==> src/rtl/fetch_sequencer_pkg.sv <==
// Shared widths, opcode constants, FSM encodings and the PC look-ahead helper
// for the instruction fetch sequencer.
package fetch_sequencer_pkg;

   localparam int ADDR_WIDTH = 8;
   localparam int DATA_WIDTH = 16;
   localparam int OPC_WIDTH  = 4;
   localparam int CNT_WIDTH  = 16;

   localparam logic [OPC_WIDTH-1:0] HALT_OPC = 4'hF;

   typedef logic [2:0] fs_state_t;

   localparam fs_state_t FS_IDLE     = 3'd0;
   localparam fs_state_t FS_FETCH    = 3'd1;
   localparam fs_state_t FS_HOLD     = 3'd2;
   localparam fs_state_t FS_DRAIN    = 3'd3;
   localparam fs_state_t FS_REDIRECT = 3'd4;
   localparam fs_state_t FS_HALTED   = 3'd5;

   // Value the PC will hold after the current edge, given the pulses we are
   // driving to it this cycle. A load always takes precedence over an increment.
   function automatic logic [ADDR_WIDTH-1:0] pc_next(
      input logic [ADDR_WIDTH-1:0] pc,
      input logic                  inc,
      input logic                  load,
      input logic [ADDR_WIDTH-1:0] dest
   );
      logic [ADDR_WIDTH-1:0] nxt;
      nxt = pc;
      if (load)
         nxt = dest;
      else if (inc)
         nxt = pc + 1'b1;
      return nxt;
   endfunction

endpackage

==> src/rtl/fetch_sequencer_if.sv <==
// Bundle of PC, memory, downstream and branch signals around the fetch
// sequencer; master is the sequencer, slave is the surrounding system.
interface fetch_sequencer_if;
   import fetch_sequencer_pkg::*;

   logic                  Run;
   logic [ADDR_WIDTH-1:0] PC_Out;
   logic                  PC_Inc;
   logic                  PC_Load;
   logic [ADDR_WIDTH-1:0] Dest_Reg;
   logic                  Mem_Req;
   logic [ADDR_WIDTH-1:0] Mem_Addr;
   logic                  Mem_Ack;
   logic [DATA_WIDTH-1:0] Mem_Data;
   logic [DATA_WIDTH-1:0] Instr_Out;
   logic                  Instr_Valid;
   logic                  Instr_Ready;
   logic                  Branch_Taken;
   logic [ADDR_WIDTH-1:0] Branch_Target;
   logic                  Halted;
   logic [CNT_WIDTH-1:0]  Fetch_Count;

   // Handshakes: Mem_Req/Mem_Addr stay stable until a one-cycle Mem_Ack, whose
   // Mem_Data is valid in that same cycle. Instr_Out transfers on any rising edge
   // with Instr_Valid & Instr_Ready; Instr_Out is stable while valid and unaccepted.
   modport master (
      input  Run, PC_Out, Mem_Ack, Mem_Data, Instr_Ready, Branch_Taken, Branch_Target,
      output PC_Inc, PC_Load, Dest_Reg, Mem_Req, Mem_Addr, Instr_Out, Instr_Valid,
             Halted, Fetch_Count
   );

   modport slave (
      output Run, PC_Out, Mem_Ack, Mem_Data, Instr_Ready, Branch_Taken, Branch_Target,
      input  PC_Inc, PC_Load, Dest_Reg, Mem_Req, Mem_Addr, Instr_Out, Instr_Valid,
             Halted, Fetch_Count
   );

endinterface

==> src/rtl/fetch_skid.sv <==
// Instruction holding register with its valid flag and the count of
// instructions accepted downstream.
module fetch_skid
   import fetch_sequencer_pkg::*;
(
   input  logic                  i_clk,
   input  logic                  i_rst,
   input  logic                  i_load,
   input  logic [DATA_WIDTH-1:0] i_data,
   input  logic                  i_flush,
   input  logic                  i_ready,
   output logic [DATA_WIDTH-1:0] o_data,
   output logic                  o_valid,
   output logic [CNT_WIDTH-1:0]  o_count,
   output logic                  o_xfer
);

   logic [DATA_WIDTH-1:0] r_data;
   logic                  r_valid;
   logic [CNT_WIDTH-1:0]  r_count;
   logic                  w_xfer;

   // A flush drops the held word without counting it, even if ready is high.
   assign w_xfer = r_valid & i_ready & ~i_flush;

   always_ff @(posedge i_clk or posedge i_rst) begin
      if (i_rst) begin
         r_data  <= '0;
         r_valid <= 1'b0;
         r_count <= '0;
      end else begin
         if (i_flush) begin
            r_valid <= 1'b0;
         end else if (i_load) begin
            r_data  <= i_data;
            r_valid <= 1'b1;
         end else if (w_xfer) begin
            r_valid <= 1'b0;
            r_count <= r_count + 1'b1;
         end
      end
   end

   assign o_data  = r_data;
   assign o_valid = r_valid;
   assign o_count = r_count;
   assign o_xfer  = w_xfer;

endmodule

==> src/rtl/fetch_sequencer.sv <==
// Fetch FSM: reads the PC, fetches over req/ack, hands instructions downstream
// and drives PC increment/load pulses, including branch redirects and HALT.
module fetch_sequencer
   import fetch_sequencer_pkg::*;
(
   input  logic                 Clk,
   input  logic                 Clr,
   fetch_sequencer_if.master    bus,
   output logic [2:0]           o_dbg_state
);

   fs_state_t             r_state;
   logic                  r_pc_inc;
   logic                  r_pc_load;
   logic [ADDR_WIDTH-1:0] r_dest_reg;
   logic                  r_mem_req;
   logic [ADDR_WIDTH-1:0] r_mem_addr;
   logic                  r_halted;

   logic                  w_in_fetch;
   logic                  w_in_hold;
   logic                  w_branch;
   logic                  w_flush;
   logic                  w_load;
   logic                  w_xfer;
   logic                  w_valid;
   logic [DATA_WIDTH-1:0] w_instr;
   logic [CNT_WIDTH-1:0]  w_count;
   logic [ADDR_WIDTH-1:0] w_next_addr;
   logic                  w_is_halt;

   assign w_in_fetch = (r_state == FS_FETCH);
   assign w_in_hold  = (r_state == FS_HOLD);
   assign w_branch   = bus.Branch_Taken;
   assign w_flush    = w_branch & (w_in_fetch | w_in_hold);
   assign w_load     = w_in_fetch & bus.Mem_Ack & ~w_branch;
   assign w_is_halt  = (w_instr[DATA_WIDTH-1 -: OPC_WIDTH] == HALT_OPC);

   // PC_Out still shows the old value on the edge where our inc/load pulse is
   // applied, so a fetch entered on that edge uses the PC's next value instead.
   assign w_next_addr = pc_next(bus.PC_Out, r_pc_inc, r_pc_load, r_dest_reg);

   fetch_skid u_skid (
      .i_clk   (Clk),
      .i_rst   (Clr),
      .i_load  (w_load),
      .i_data  (bus.Mem_Data),
      .i_flush (w_flush),
      .i_ready (bus.Instr_Ready),
      .o_data  (w_instr),
      .o_valid (w_valid),
      .o_count (w_count),
      .o_xfer  (w_xfer)
   );

   always_ff @(posedge Clk or posedge Clr) begin
      if (Clr) begin
         r_state    <= FS_IDLE;
         r_pc_inc   <= 1'b0;
         r_pc_load  <= 1'b0;
         r_dest_reg <= '0;
         r_mem_req  <= 1'b0;
         r_mem_addr <= '0;
         r_halted   <= 1'b0;
      end else begin
         r_pc_inc  <= 1'b0;
         r_pc_load <= 1'b0;
         case (r_state)
            FS_IDLE: begin
               if (bus.Run) begin
                  r_state    <= FS_FETCH;
                  r_mem_req  <= 1'b1;
                  r_mem_addr <= w_next_addr;
               end
            end
            FS_FETCH: begin
               if (w_branch) begin
                  r_pc_load  <= 1'b1;
                  r_dest_reg <= bus.Branch_Target;
                  if (bus.Mem_Ack) begin
                     r_mem_req <= 1'b0;
                     r_state   <= FS_REDIRECT;
                  end else begin
                     r_state   <= FS_DRAIN;
                  end
               end else if (bus.Mem_Ack) begin
                  r_mem_req <= 1'b0;
                  r_pc_inc  <= 1'b1;
                  r_state   <= FS_HOLD;
               end
            end
            FS_HOLD: begin
               if (w_branch) begin
                  r_pc_load  <= 1'b1;
                  r_dest_reg <= bus.Branch_Target;
                  r_state    <= FS_REDIRECT;
               end else if (w_xfer) begin
                  if (w_is_halt) begin
                     r_halted <= 1'b1;
                     r_state  <= FS_HALTED;
                  end else begin
                     r_mem_req  <= 1'b1;
                     r_mem_addr <= w_next_addr;
                     r_state    <= FS_FETCH;
                  end
               end
            end
            FS_DRAIN: begin
               // Request stays up on the old address until the stale word returns.
               if (w_branch) begin
                  r_pc_load  <= 1'b1;
                  r_dest_reg <= bus.Branch_Target;
                  if (bus.Mem_Ack) begin
                     r_mem_req <= 1'b0;
                     r_state   <= FS_REDIRECT;
                  end
               end else if (bus.Mem_Ack) begin
                  r_mem_addr <= w_next_addr;
                  r_state    <= FS_FETCH;
               end
            end
            FS_REDIRECT: begin
               if (w_branch) begin
                  r_pc_load  <= 1'b1;
                  r_dest_reg <= bus.Branch_Target;
               end else begin
                  r_mem_req  <= 1'b1;
                  r_mem_addr <= w_next_addr;
                  r_state    <= FS_FETCH;
               end
            end
            FS_HALTED: begin
               r_mem_req <= 1'b0;
            end
            default: begin
               r_mem_req <= 1'b0;
               r_state   <= FS_IDLE;
            end
         endcase
      end
   end

   assign bus.PC_Inc      = r_pc_inc;
   assign bus.PC_Load     = r_pc_load;
   assign bus.Dest_Reg    = r_dest_reg;
   assign bus.Mem_Req     = r_mem_req;
   assign bus.Mem_Addr    = r_mem_addr;
   assign bus.Instr_Out   = w_instr;
   assign bus.Instr_Valid = w_valid;
   assign bus.Halted      = r_halted;
   assign bus.Fetch_Count = w_count;
   assign o_dbg_state     = r_state;

endmodule

==> src/flat_wrapper.sv <==
// flat-port wrapper written by rule: the top's interface ports become plain ports
module fetch_sequencer_flat import fetch_sequencer_pkg::*;
  (Clk, Clr, o_dbg_state, bus_Run, bus_PC_Out, bus_Mem_Ack, bus_Mem_Data, bus_Instr_Ready, bus_Branch_Taken, bus_Branch_Target, bus_PC_Inc, bus_PC_Load, bus_Dest_Reg, bus_Mem_Req, bus_Mem_Addr, bus_Instr_Out, bus_Instr_Valid, bus_Halted, bus_Fetch_Count);
  fetch_sequencer_if bus_i ();
  input  logic Clk;
  input  logic Clr;
  output logic [2:0] o_dbg_state;
  input wire logic [$bits(bus_i.Run)-1:0] bus_Run;
  input wire logic [$bits(bus_i.PC_Out)-1:0] bus_PC_Out;
  input wire logic [$bits(bus_i.Mem_Ack)-1:0] bus_Mem_Ack;
  input wire logic [$bits(bus_i.Mem_Data)-1:0] bus_Mem_Data;
  input wire logic [$bits(bus_i.Instr_Ready)-1:0] bus_Instr_Ready;
  input wire logic [$bits(bus_i.Branch_Taken)-1:0] bus_Branch_Taken;
  input wire logic [$bits(bus_i.Branch_Target)-1:0] bus_Branch_Target;
  output wire logic [$bits(bus_i.PC_Inc)-1:0] bus_PC_Inc;
  output wire logic [$bits(bus_i.PC_Load)-1:0] bus_PC_Load;
  output wire logic [$bits(bus_i.Dest_Reg)-1:0] bus_Dest_Reg;
  output wire logic [$bits(bus_i.Mem_Req)-1:0] bus_Mem_Req;
  output wire logic [$bits(bus_i.Mem_Addr)-1:0] bus_Mem_Addr;
  output wire logic [$bits(bus_i.Instr_Out)-1:0] bus_Instr_Out;
  output wire logic [$bits(bus_i.Instr_Valid)-1:0] bus_Instr_Valid;
  output wire logic [$bits(bus_i.Halted)-1:0] bus_Halted;
  output wire logic [$bits(bus_i.Fetch_Count)-1:0] bus_Fetch_Count;
  assign bus_i.Run = bus_Run;
  assign bus_i.PC_Out = bus_PC_Out;
  assign bus_i.Mem_Ack = bus_Mem_Ack;
  assign bus_i.Mem_Data = bus_Mem_Data;
  assign bus_i.Instr_Ready = bus_Instr_Ready;
  assign bus_i.Branch_Taken = bus_Branch_Taken;
  assign bus_i.Branch_Target = bus_Branch_Target;
  assign bus_PC_Inc = bus_i.PC_Inc;
  assign bus_PC_Load = bus_i.PC_Load;
  assign bus_Dest_Reg = bus_i.Dest_Reg;
  assign bus_Mem_Req = bus_i.Mem_Req;
  assign bus_Mem_Addr = bus_i.Mem_Addr;
  assign bus_Instr_Out = bus_i.Instr_Out;
  assign bus_Instr_Valid = bus_i.Instr_Valid;
  assign bus_Halted = bus_i.Halted;
  assign bus_Fetch_Count = bus_i.Fetch_Count;
  fetch_sequencer u_core (.Clk(Clk), .Clr(Clr), .bus(bus_i), .o_dbg_state(o_dbg_state));
endmodule
==> config.mk <==
export PLATFORM = sky130hd
export DESIGN_NAME = fetch_sequencer_flat
export DESIGN_NICKNAME = d
export VERILOG_FILES = /design/src/rtl/fetch_sequencer_pkg.sv /design/src/rtl/fetch_sequencer_if.sv /design/src/rtl/fetch_skid.sv /design/src/rtl/fetch_sequencer.sv /design/src/flat_wrapper.sv
export SDC_FILE = /design/constraint.sdc
export NUM_CORES = 1
export LEC_CHECK = 0
export BUFFER_PORTS_ARGS = -buffer_cell sky130_fd_sc_hd__clkbuf_2
export CAP_MARGIN = 20
export CORE_MARGIN = 8
export CORE_UTILIZATION = 47
export DETAILED_ROUTE_END_ITERATION = 7
export PLACE_DENSITY = 0.76
export SETUP_SLACK_MARGIN = 0.1
export SLEW_MARGIN = 20
export SYNTH_ARGS = -nofsm -noshare
export SYNTH_HDL_FRONTEND = slang
export SYNTH_SLANG_ARGS = --single-unit
==> constraint.sdc <==
create_clock -name Clk -period 2.75 [get_ports Clk]
set_input_delay 0.275 -clock Clk [delete_from_list [all_inputs] [get_ports Clk]]
set_output_delay 0.275 -clock Clk [all_outputs]
set_load 0.05 [all_outputs]
=== After elaboration in Yosys (flattened, before gate mapping) ===
Cells that the tools add are included.
W data, S select, Z words.

* Input bits: 38
* Register bits after elaboration: 56
* Latch bits: 0
* RAM bits: 0
* Memories: 0
* ROM bits: 0

* $add $sub $neg: 2
* Reductions and logical operators: 11
* Equal/unequal tests: 16
* Div/mod/pow operators: 0
* Multipliers: 0
* Magnitude comparators: 0
* Shifts and indexed selects: 0
* Bitwise operators: 10
* Multiplexer cells: 38

{| class="wikitable"
|+ Operators with widths
! cell !! number
|-
| $mux W8 || 9
|-
| $mux W3 || 11
|-
| $pmux W8 S4 || 1
|-
| $pmux W3 S6 || 1
|-
| $add A16 B1 Y16 const B || 1
|-
| $ne A2 B2 Y1 const B || 8
|-
| $mux W1 || 15
|-
| $reduce_and A6 Y1 || 2
|-
| $add A8 B1 Y8 const B || 1
|-
| $reduce_and A8 Y1 || 1
|-
| $eq A3 B2 Y1 const B || 2
|-
| $eq A3 B3 Y1 const B || 2
|-
| $ne A3 B3 Y1 const B || 2
|-
| $and A1 B1 Y1 || 5
|-
| $pmux W1 S5 || 1
|-
| $eq A4 B4 Y1 const B || 1
|-
| $not A1 Y1 || 4
|-
| $reduce_and A2 Y1 || 2
|-
| $reduce_and A4 Y1 || 1
|-
| $reduce_bool A4 Y1 || 1
|-
| $reduce_or A4 Y1 || 1
|-
| $eq A3 B1 Y1 const B || 1
|-
| $logic_not A3 Y1 || 1
|-
| $reduce_and A3 Y1 || 1
|-
| other kinds (2) || 2
|}

=== Depth between registers and ports, before layout ===
Gate-level depths: netlist of run 1.

* Depth in word-level cells: 8
* Mapped depth: 6
* Gate-level depth less buffers: 5

=== By module ===
Synthesis of run 1 repeated with hierarchy kept, for this count alone.

* Cells, all modules: 233
* Area total of the unflattened synthesis: 2752.6 sq um

{| class="wikitable"
|+ Modules (own cells, without submodules)
! module !! cells an instance !! times used !! area each (sq um)
|-
| fetch_skid || 101 || 1 || 1388.8
|-
| fetch_sequencer || 132 || 1 || 1363.8
|}

=== Least setup slack after synthesis of run 1 ===
OpenSTA, ideal clock, no wires.

* Kind: register to register
* Start: register u_core.r_state[0] (netlist: u_core.o_dbg_state[0])
* End: register u_core.u_skid.r_data[0] (netlist: u_core.u_skid.o_data[0])
* Arrival: 1828 ps
* Setup time: 125 ps
* Clock period less this slack: 1953 ps
* Required time: 2625 ps
* Cell stages (with the launch flop): 6
* Path slack: 797 ps
* Path through: dfrtp_1 buf_2 nand4bb_1 nor2_2 buf_6 mux2_2

* Longest elaborated chain between the ends: 5
* Elaborated cells between the ends (all ways): 8

{| class="wikitable"
|+ Ends and longest elaborated chain
! what !! RTL line !! text
|-
| start, declared || fetch_sequencer.sv:12 || <nowiki>fs_state_t r_state;</nowiki>
|-
| start signal, assigned || fetch_sequencer.sv:58 || <nowiki>r_state <= FS_IDLE;</nowiki>
|-
| start signal, assigned || fetch_sequencer.sv:71 || <nowiki>r_state <= FS_FETCH;</nowiki>
|-
| start signal, assigned || fetch_sequencer.sv:82 || <nowiki>r_state <= FS_REDIRECT;</nowiki>
|-
| $eq A3 B1 Y1 / $eq A3 B2 Y1 (equally long branches) || fetch_sequencer.sv:32, fetch_sequencer.sv:33 ||
|-
| $or A1 B1 Y1 || fetch_sequencer.sv:35 || <nowiki>assign w_flush = w_branch & (w_in_fetch | w_in_hold);</nowiki>
|-
| $and A1 B1 Y1 || fetch_sequencer.sv:35 ||
|-
| $not A1 Y1 (no source line) || n/a ||
|-
| $reduce_and A2 Y1 (no source line) * || n/a ||
|-
| end signal, assigned || fetch_skid.sv:35 || <nowiki>r_data <= i_data;</nowiki>
|-
| end, declared || fetch_skid.sv:18 || <nowiki>logic [DATA_WIDTH-1:0] r_data;</nowiki>
|}

Mark *: on every way between the ends. The rest lies on a longest branch, timed or not.
A chain may end at the register's enable or synchronous reset.

=== Final worst setup path of run 1 ===
* Start: register u_core.r_state[1] (netlist: u_core.o_dbg_state[1])
* End: register u_core.u_skid.r_count[1] (netlist: u_core.u_skid.o_count[1])

* Longest elaborated chain between the ends: 6
* Elaborated cells between the ends (all ways): 10

{| class="wikitable"
|+ Ends and longest elaborated chain
! what !! RTL line !! text
|-
| $eq A3 B1 Y1 / $eq A3 B2 Y1 (equally long branches) || fetch_sequencer.sv:32, fetch_sequencer.sv:33 ||
|-
| $or A1 B1 Y1 || fetch_sequencer.sv:35 ||
|-
| $and A1 B1 Y1 || fetch_sequencer.sv:35 ||
|-
| $not A1 Y1 (no source line) || n/a ||
|-
| $and A1 B1 Y1 || fetch_skid.sv:24 || <nowiki>assign w_xfer = r_valid & i_ready & ~i_flush;</nowiki>
|-
| $reduce_and A3 Y1 (no source line) * || n/a ||
|-
| end signal, assigned || fetch_skid.sv:39 || <nowiki>r_count <= r_count + 1'b1;</nowiki>
|-
| end, declared || fetch_skid.sv:20 || <nowiki>logic [CNT_WIDTH-1:0] r_count;</nowiki>
|}

Marks and branches as above.

==> summary.md, run 1 <==
| Metric | Value |
|---|---|
| Status | complete, no violations |
| Final setup viols | 0 |
| Placed instance area | 3240 µm² |
| Die span in y | between 90 and 100 µm |
| Placed cell count | 394 |
| Worst stage delay on the critical path | 0.68 ns |
| WP data required | between 2 and 3 ns |
| Clock transition at path regs | ~0.10 ns |
| Power Density | 1290 nW/µm² |
| GRT Util Overall | around 15% |
| Initial DRC Count | 79 |
| Final hold vios | 0 |
| Worst hold path class | in2async |
| Via count | 2120 |
| Peak supply drop | about 0.70 mV |
| Routed WL | 6230 µm |
| Gr ovfl total | 0 |
| Post-DP HPWL | 4750 µm |
| CP Class | reg2reg |
| Fin. max-slew vios | 0 |
| Hold-fix buffers at CTS | 0 |
| Tot Pwr | 4.31 mW |
| Clk buf depth | 2 |
| Post-route core utilization | 57.7% |
| Count of cell types in the netlist | 48 |
| I/O pin count | 94 |
| Skew final | 0.00751 ns |
| Post-synth EDFFs | 0 |
| Syn_nets | between 200 and 300 |
| Initial antenna violation count | 0 |
| Post-Layout Inst Area | 3340 µm² |
| Synth top cells by count | dfrtp_1, mux2_2, xnor2_1 |
| Period utilisation layout | 72.3% |
| Gate Count Post-Synth | about 240 |
| Layout Nets | approximately 370 |
| Global placer's final weighted congestion | 0.859 |
| Nature of the critical path endpoint | register |
| YS warnings | 0 |
| Flop2flop setup slack | 0.76 ns |
| CTS resizes | 0 |
| Crit start category | register |
| Reg-to-Reg End | u_core.u_skid.o_count[1] |
| Maximum fanout along the worst path | 19 |
| Area Overhead vs Synth | 21.2% |
| Number of synthesized register bits | 56 |
| Layout cells sized above 1 | a little over two fifths |
| Routed WL per cell | between 15 and 20 µm |
| Register area share after synthesis | 50.9% |
| Die width | ~90 µm |
| Antenna cells | 0 |
| Crit-path cells | nand4bb_1 > o311a_1 > mux2_2 |
| Area leader, netlist | dfrtp_1 |
| Lkg Pwr | 1.60 nW |
| Synth area leaders | dfrtp_1, mux2_2, xnor2_1, mux2_4, nand4_1 |
| Finished Layout Cells | between 400 and 500 |
| Most used DFF post-synth | dfrtp_1 |
| Router iterations before antenna repair | 4 |
| Via-to-Cell Ratio | 5.27 |
| CP arrival | between 2 and 2.5 ns |
| Maxcap violations | 0 |
| Syn Std Cell Area | ~2800 µm² |
| RSZ-0062 raised after global routing | false |
| Rel. slew slack | ~53% |
| Yosys top cell area share | 50.9% |
| DRC Markers | 0 |
| # fillers | 515 |
| Slew @ Worst Pin | 0.700 ns |
| Final setup TNS | 0 ns |
| CTS root buffer | clkbuf_8 |
| Clock Latency Late Sink | 0.30 ns |
| Origin of the critical flop-to-flop path | u_core.o_dbg_state[1] |
| Core ar. | about 5800 µm² |
| Clock Sinks | 56 |
| Routed Antenna Nets | 0 |
| Rows | 28 |
| Initial Util | 47.6% |
| Post-CTS Setup Inserts | 0 |
| R2R cell count | 3 |
| Largest net degree at the start of global routing | 57 |
| Mean area per synthesized cell | 11.7 µm² |
| PortBufs | 93 |
| Synth async-reset ratio | 100% |
| Die ar. | approximately 8600 µm² |
| FMAX | 0.503 GHz |
| Global-route wire length before repair | 10400 µm |
| Fin crit period | 1.99 ns |
| CTS tree | built |
| Top-count cell post-synth | dfrtp_1 |
| H-Tree Level Count | 2 |
| CP max stage cell | dfrtp_1 |
| Cts bufs inserted | 5 |
| Number of global-route vias before repair | 2151 |
final cells by class:
class	instances	area, µm²	share of cell area [%]
Sequential cell	56	1400	42.0
Tap cell	75	93.8	2.81
Clock inverter	1	7.51	0.225
Inverter	7	26.3	0.788
Multi-Input combinational cell	161	1240	37.2
Timing Repair Buffer	95	480	14.4
Clock buffer	7	86.3	2.59
where the power goes:
group | total [mW] | switching [mW] | internal [mW]
Clock | 0.469 | 0.263 | 0.206
Combinational | 2.40 | 1.62 | 0.778
Sequential | 1.44 | 0.304 | 1.14
Total | 4.31 | 2.19 | 2.12
placed cells by master, fill, tap and decap left out, drive strengths merged, types with 2 or more instances in the layout:
cell type  synthesis  final
a31oi              2      2
mux2              33     33
and3               2      2
o211ai             2      2
nand4             11     11
inv                7      7
xnor2             18     18
nand2             16     16
or4                2      2
ha                 2      2
nand3              9      9
a21oi              4      4
nor2              12     12
and2               2      2
xor2               4      4
nor3               4      4
o21ai             11     11
nor2b              2      2
buf                9      2
clkbuf             2    100
nand2b             2      2
dfrtp             56     56
and4               2      2
stage by stage:
stage / hold slack [ns] / setup slack, ns
floorplan: 0.426 / 0.797
global route: 0.181 / 0.537
CTS: 0.161 / 0.745
detailed placement: 0.464 / 0.769
global placement: 0.463 / 0.821
finish: 0.140 / 0.763
worst max-delay path: cells and delay by family (launching register included):
kind | cells | cell delay (ns)
muxes | 1 | 0.39
AOI/OAI and AO/OA | 1 | 0.54
and+or+nand+nor | 1 | 0.27
DFF | 1 | 0.68
cell families (layout without fill, tap and decap cells):
group / count (synthesis) / count (layout) / share of synthesized area (%)
compound gates: 32 / 32 / 8.09
xor+xnor: 22 / 22 / 7.00
fa+ha+maj: 2 / 2 / 0.909
buf+inv: 18 / 110 / 4.00
simple gates: 71 / 71 / 14.1
mux: 34 / 34 / 15.0
flops: 56 / 56 / 50.9
routing by layer:
metal,wire [µm],up-vias,GRT usage (%)
met2,2990,73,23.6
met3,513,9,4.69
met5,0,-,0
met4,55,0,4.03
met1,2670,1013,18.8
li1,-,1025,-
worst max-delay path by stage:
stage / startpoint / end / slack [ns]
3_3_place_gp: u_core.o_dbg_state[1] / u_core.u_skid.o_count[1] / 0.82
4_1_cts: u_core.o_dbg_state[1] / u_core.u_skid.o_count[1] / 0.74
2_1_floorplan: u_core.o_dbg_state[0] / u_core.u_skid.o_data[0] / 0.80
3_5_place_dp: u_core.o_dbg_state[1] / u_core.u_skid.o_count[1] / 0.77
6_report: u_core.o_dbg_state[1] / u_core.u_skid.o_count[1] / 0.76
5_1_grt: u_core.o_dbg_state[1] / u_core.u_skid.o_count[12] / 0.54
registers in the layout, indices dropped and copies added (netlist names), 3 cells and up:
signal / flops
u_core.bus.Dest_Reg: 8
u_core.bus.Mem_Addr: 8
u_core.o_dbg_state: 3
u_core.u_skid.o_count: 16
u_core.u_skid.o_data: 16
(Power assumes the default switching activity.)
==> run 2: changes to the inputs <==
clock period = 1.85 ns   (was 2.75 ns; I/O delays follow)
==> summary.md, run 2 (synthesis results as in run 1) <==
| Metric | Value |
|---|---|
| H-Tree Level Count | 2 (unchanged) |
| Via count | 2155 (+1.7%) |
| PortBufs | 93 (unchanged) |
| Router iterations before antenna repair | 4 (unchanged) |
| Die width | 92.5 µm (unchanged) |
| Pint | 3.27 mW (+54%) |
| FMAX | 0.593 GHz (+18%) |
| Routed Antenna Nets | 0 (unchanged) |
| CTS tree | built |
| Critical path buffer and inverter count | 1 (+1) |
| Maximum fanout along the worst path | 10 (-9) |
| I/O pin count | 94 (unchanged) |
| Die ar. | 8560 µm² (unchanged) |
| Power Density | 1900 nW/µm² (+47%) |
| Clock transition at path regs | 0.10 ns (about the same) |
| Sw Share | 50.4% (-0.43 points) |
| Lkg Pwr | 1.65 nW (+3.4%) |
| Worst stage delay on the critical path | 0.47 ns (-0.21 ns) |
| Routed WL | 6400 µm (+2.8%) |
| Wl on met1 | 2620 µm (-1.7%) |
| Most frequent cells in the layout | clkbuf_2, dfrtp_1, mux2_2 |
| WP data required | 2.05 ns (-0.89 ns) |
| Clock Latency Late Sink | 0.31 ns (about the same) |
| Fin. max-slew vios | 0 (unchanged) |
| Area Overhead vs Synth | 25.6% |
| Final setup TNS | 0 ns (unchanged) |
| Rel. slew slack | 69.8% (+17 points) |
| Nature of the critical path endpoint | register |
| Logic pwr share | 58.2% (+2.5 points) |
| Gr ovfl total | 0 (unchanged) |
| DRC Markers | 0 (unchanged) |
| Layout Nets | 375 (+2.5%) |
| Area of the multi-input gates | 1250 µm² (+1.1%) |
| Kind of cell adding the most delay to the critical path | flip-flops |
| Hold_ws | 0.0985 ns (-0.0418 ns) |
| Peak supply drop | 1.15 mV (+63%) |
| Status | complete, no violations |
| Slew @ Worst Pin | 0.449 ns (-0.251 ns) |
| Clock Sinks | 56 (unchanged) |
| Reg area | 1410 µm² (+0.45%) |
| Core ar. | 5780 µm² (unchanged) |
| Number of global-route vias before repair | 2209 (+2.7%) |
| CP arrival | 1.89 ns (-0.29 ns) |
| Crit start category | register |
| Global placer's final weighted congestion | 0.864 (+0.63%) |
| # fillers | 497 (-3.5%) |
| P_sw | 3.32 mW (+51%) |
| Antenna cells | 0 (unchanged) |
| Final setup viols | 0 (unchanged) |
| Routed WL per cell | 15.6 µm (+0.58%) |
| RSZ-0062 raised after global routing | false |
| Maxcap violations | 0 (unchanged) |
| Final hold vios | 0 (unchanged) |
| Layout cells sized above 1 | 45.8% (+2.7 points) |
| GRT Util Overall | 15.4% (+0.62 points) |
| Worst hold path class | in2reg |
| Crit-path cells | buf_4 > nor2_1 > a221o_1 > o221a_4 > mux2_4 |
| Via-to-Cell Ratio | 5.24 (-0.57%) |
| Commonest non-fill, non-tap cell in the layout | clkbuf_2 |
| Fin crit period | 1.69 ns (-0.300 ns) |
| CP max stage cell | dfrtp_2 |
| Metal3 WL | 583 µm (+14%) |
| Reg power frac | 31.6% (-1.8 points) |
| Top Layer Used | met4 |
| Period utilisation layout | 91.2% (+19 points) |
| Global-route wire length before repair | 10700 µm (+3.1%) |
| CTS root buffer | clkbuf_8 |
| CP Class | reg2reg |
| Clk buf depth | 2 (unchanged) |
| Initial DRC Count | 102 (+29%) |
| Skew final | 0.00623 ns (-0.00129 ns) |
| Metal2 WL | 3150 µm (+5.3%) |
| Post-DP HPWL | 4910 µm (+3.4%) |
| Initial antenna violation count | 0 (unchanged) |
| Rows | 28 (unchanged) |
| Initial Util | 47.6% (unchanged) |
| Die span in y | 92.5 µm (unchanged) |
| Cts bufs inserted | 5 (unchanged) |
| Largest net degree at the start of global routing | 57 (unchanged) |
| Clock Power Share | 10.2% (-0.7 points) |
## run 2: layer usage
layer,vias up,track usage [%]
met4,0,3.89
li1,1046,-
met2,73,25.1
met5,-,0
met3,7,5.91
met1,1029,18.7
## run 2: power by group through the flow
stage / clock network [mW] / logic (mW) / registers (mW)
2_1_floorplan: 0 / 1.44 / 3.64
3_3_place_gp: 0 / 3.76 / 2.09
3_5_place_dp: 0 / 3.79 / 2.12
4_1_cts: 0.693 / 3.79 / 2.09
5_1_grt: 0.747 / 4.07 / 2.15
6_report: 0.672 / 3.83 / 2.08
## run 2: cell type report
type	instances	share of cell area [%]
sequential	56	40.7
multi-input combinational	161	36.3
timing repair buffer	104	17.0
tap	75	2.72
clock buffer	6	2.10
inverter	7	0.760
clock inverter	2	0.398
## run 2: per-stage QoR
step | power, mW | setup WS [ns] | cell area (µm²) | util [%] | instances
finish | 6.58 | 0.163 | 3460 | 59.8 | 411
global route | 6.97 | 0.108 | 3460 | 59.8 | 411
CTS | 6.58 | 0.132 | 3430 | 59.4 | 409
detailed placement | 5.91 | 0.144 | 3340 | 57.7 | 400
global placement | 5.85 | 0.166 | 3340 | 57.7 | 400
floorplan | 5.08 | 0.0484 | 2770 | - | 235
## run 2: repair_timing
item / CTS / global route
hold buffers: 1 / 0
buffers inserted: 0 / 2
setup endpoints to repair: 0 / 10
gates resized for setup: 0 / 1
hold endpoints to repair: 56 / 0
## run 2: final timing paths
kind | startpoint | to | slack (ns) | cells after the start
worst max register to register | u_core.o_dbg_state[0] | u_core.bus.Mem_Addr[6] | 0.16 | 5
worst max-delay path | u_core.o_dbg_state[0] | u_core.bus.Mem_Addr[6] | 0.16 | 5
worst min register to register | u_core.u_skid.o_count[15] | u_core.u_skid.o_count[15] | 0.49 | 1
worst min-delay path | bus_Mem_Data[3] | u_core.u_skid.o_data[3] | 0.1 | 2
max in group asynchronous | Clr | u_core.o_dbg_state[1] | 1.13 | 4
min in group asynchronous | Clr | u_core.u_skid.o_data[3] | 0.46 | 4
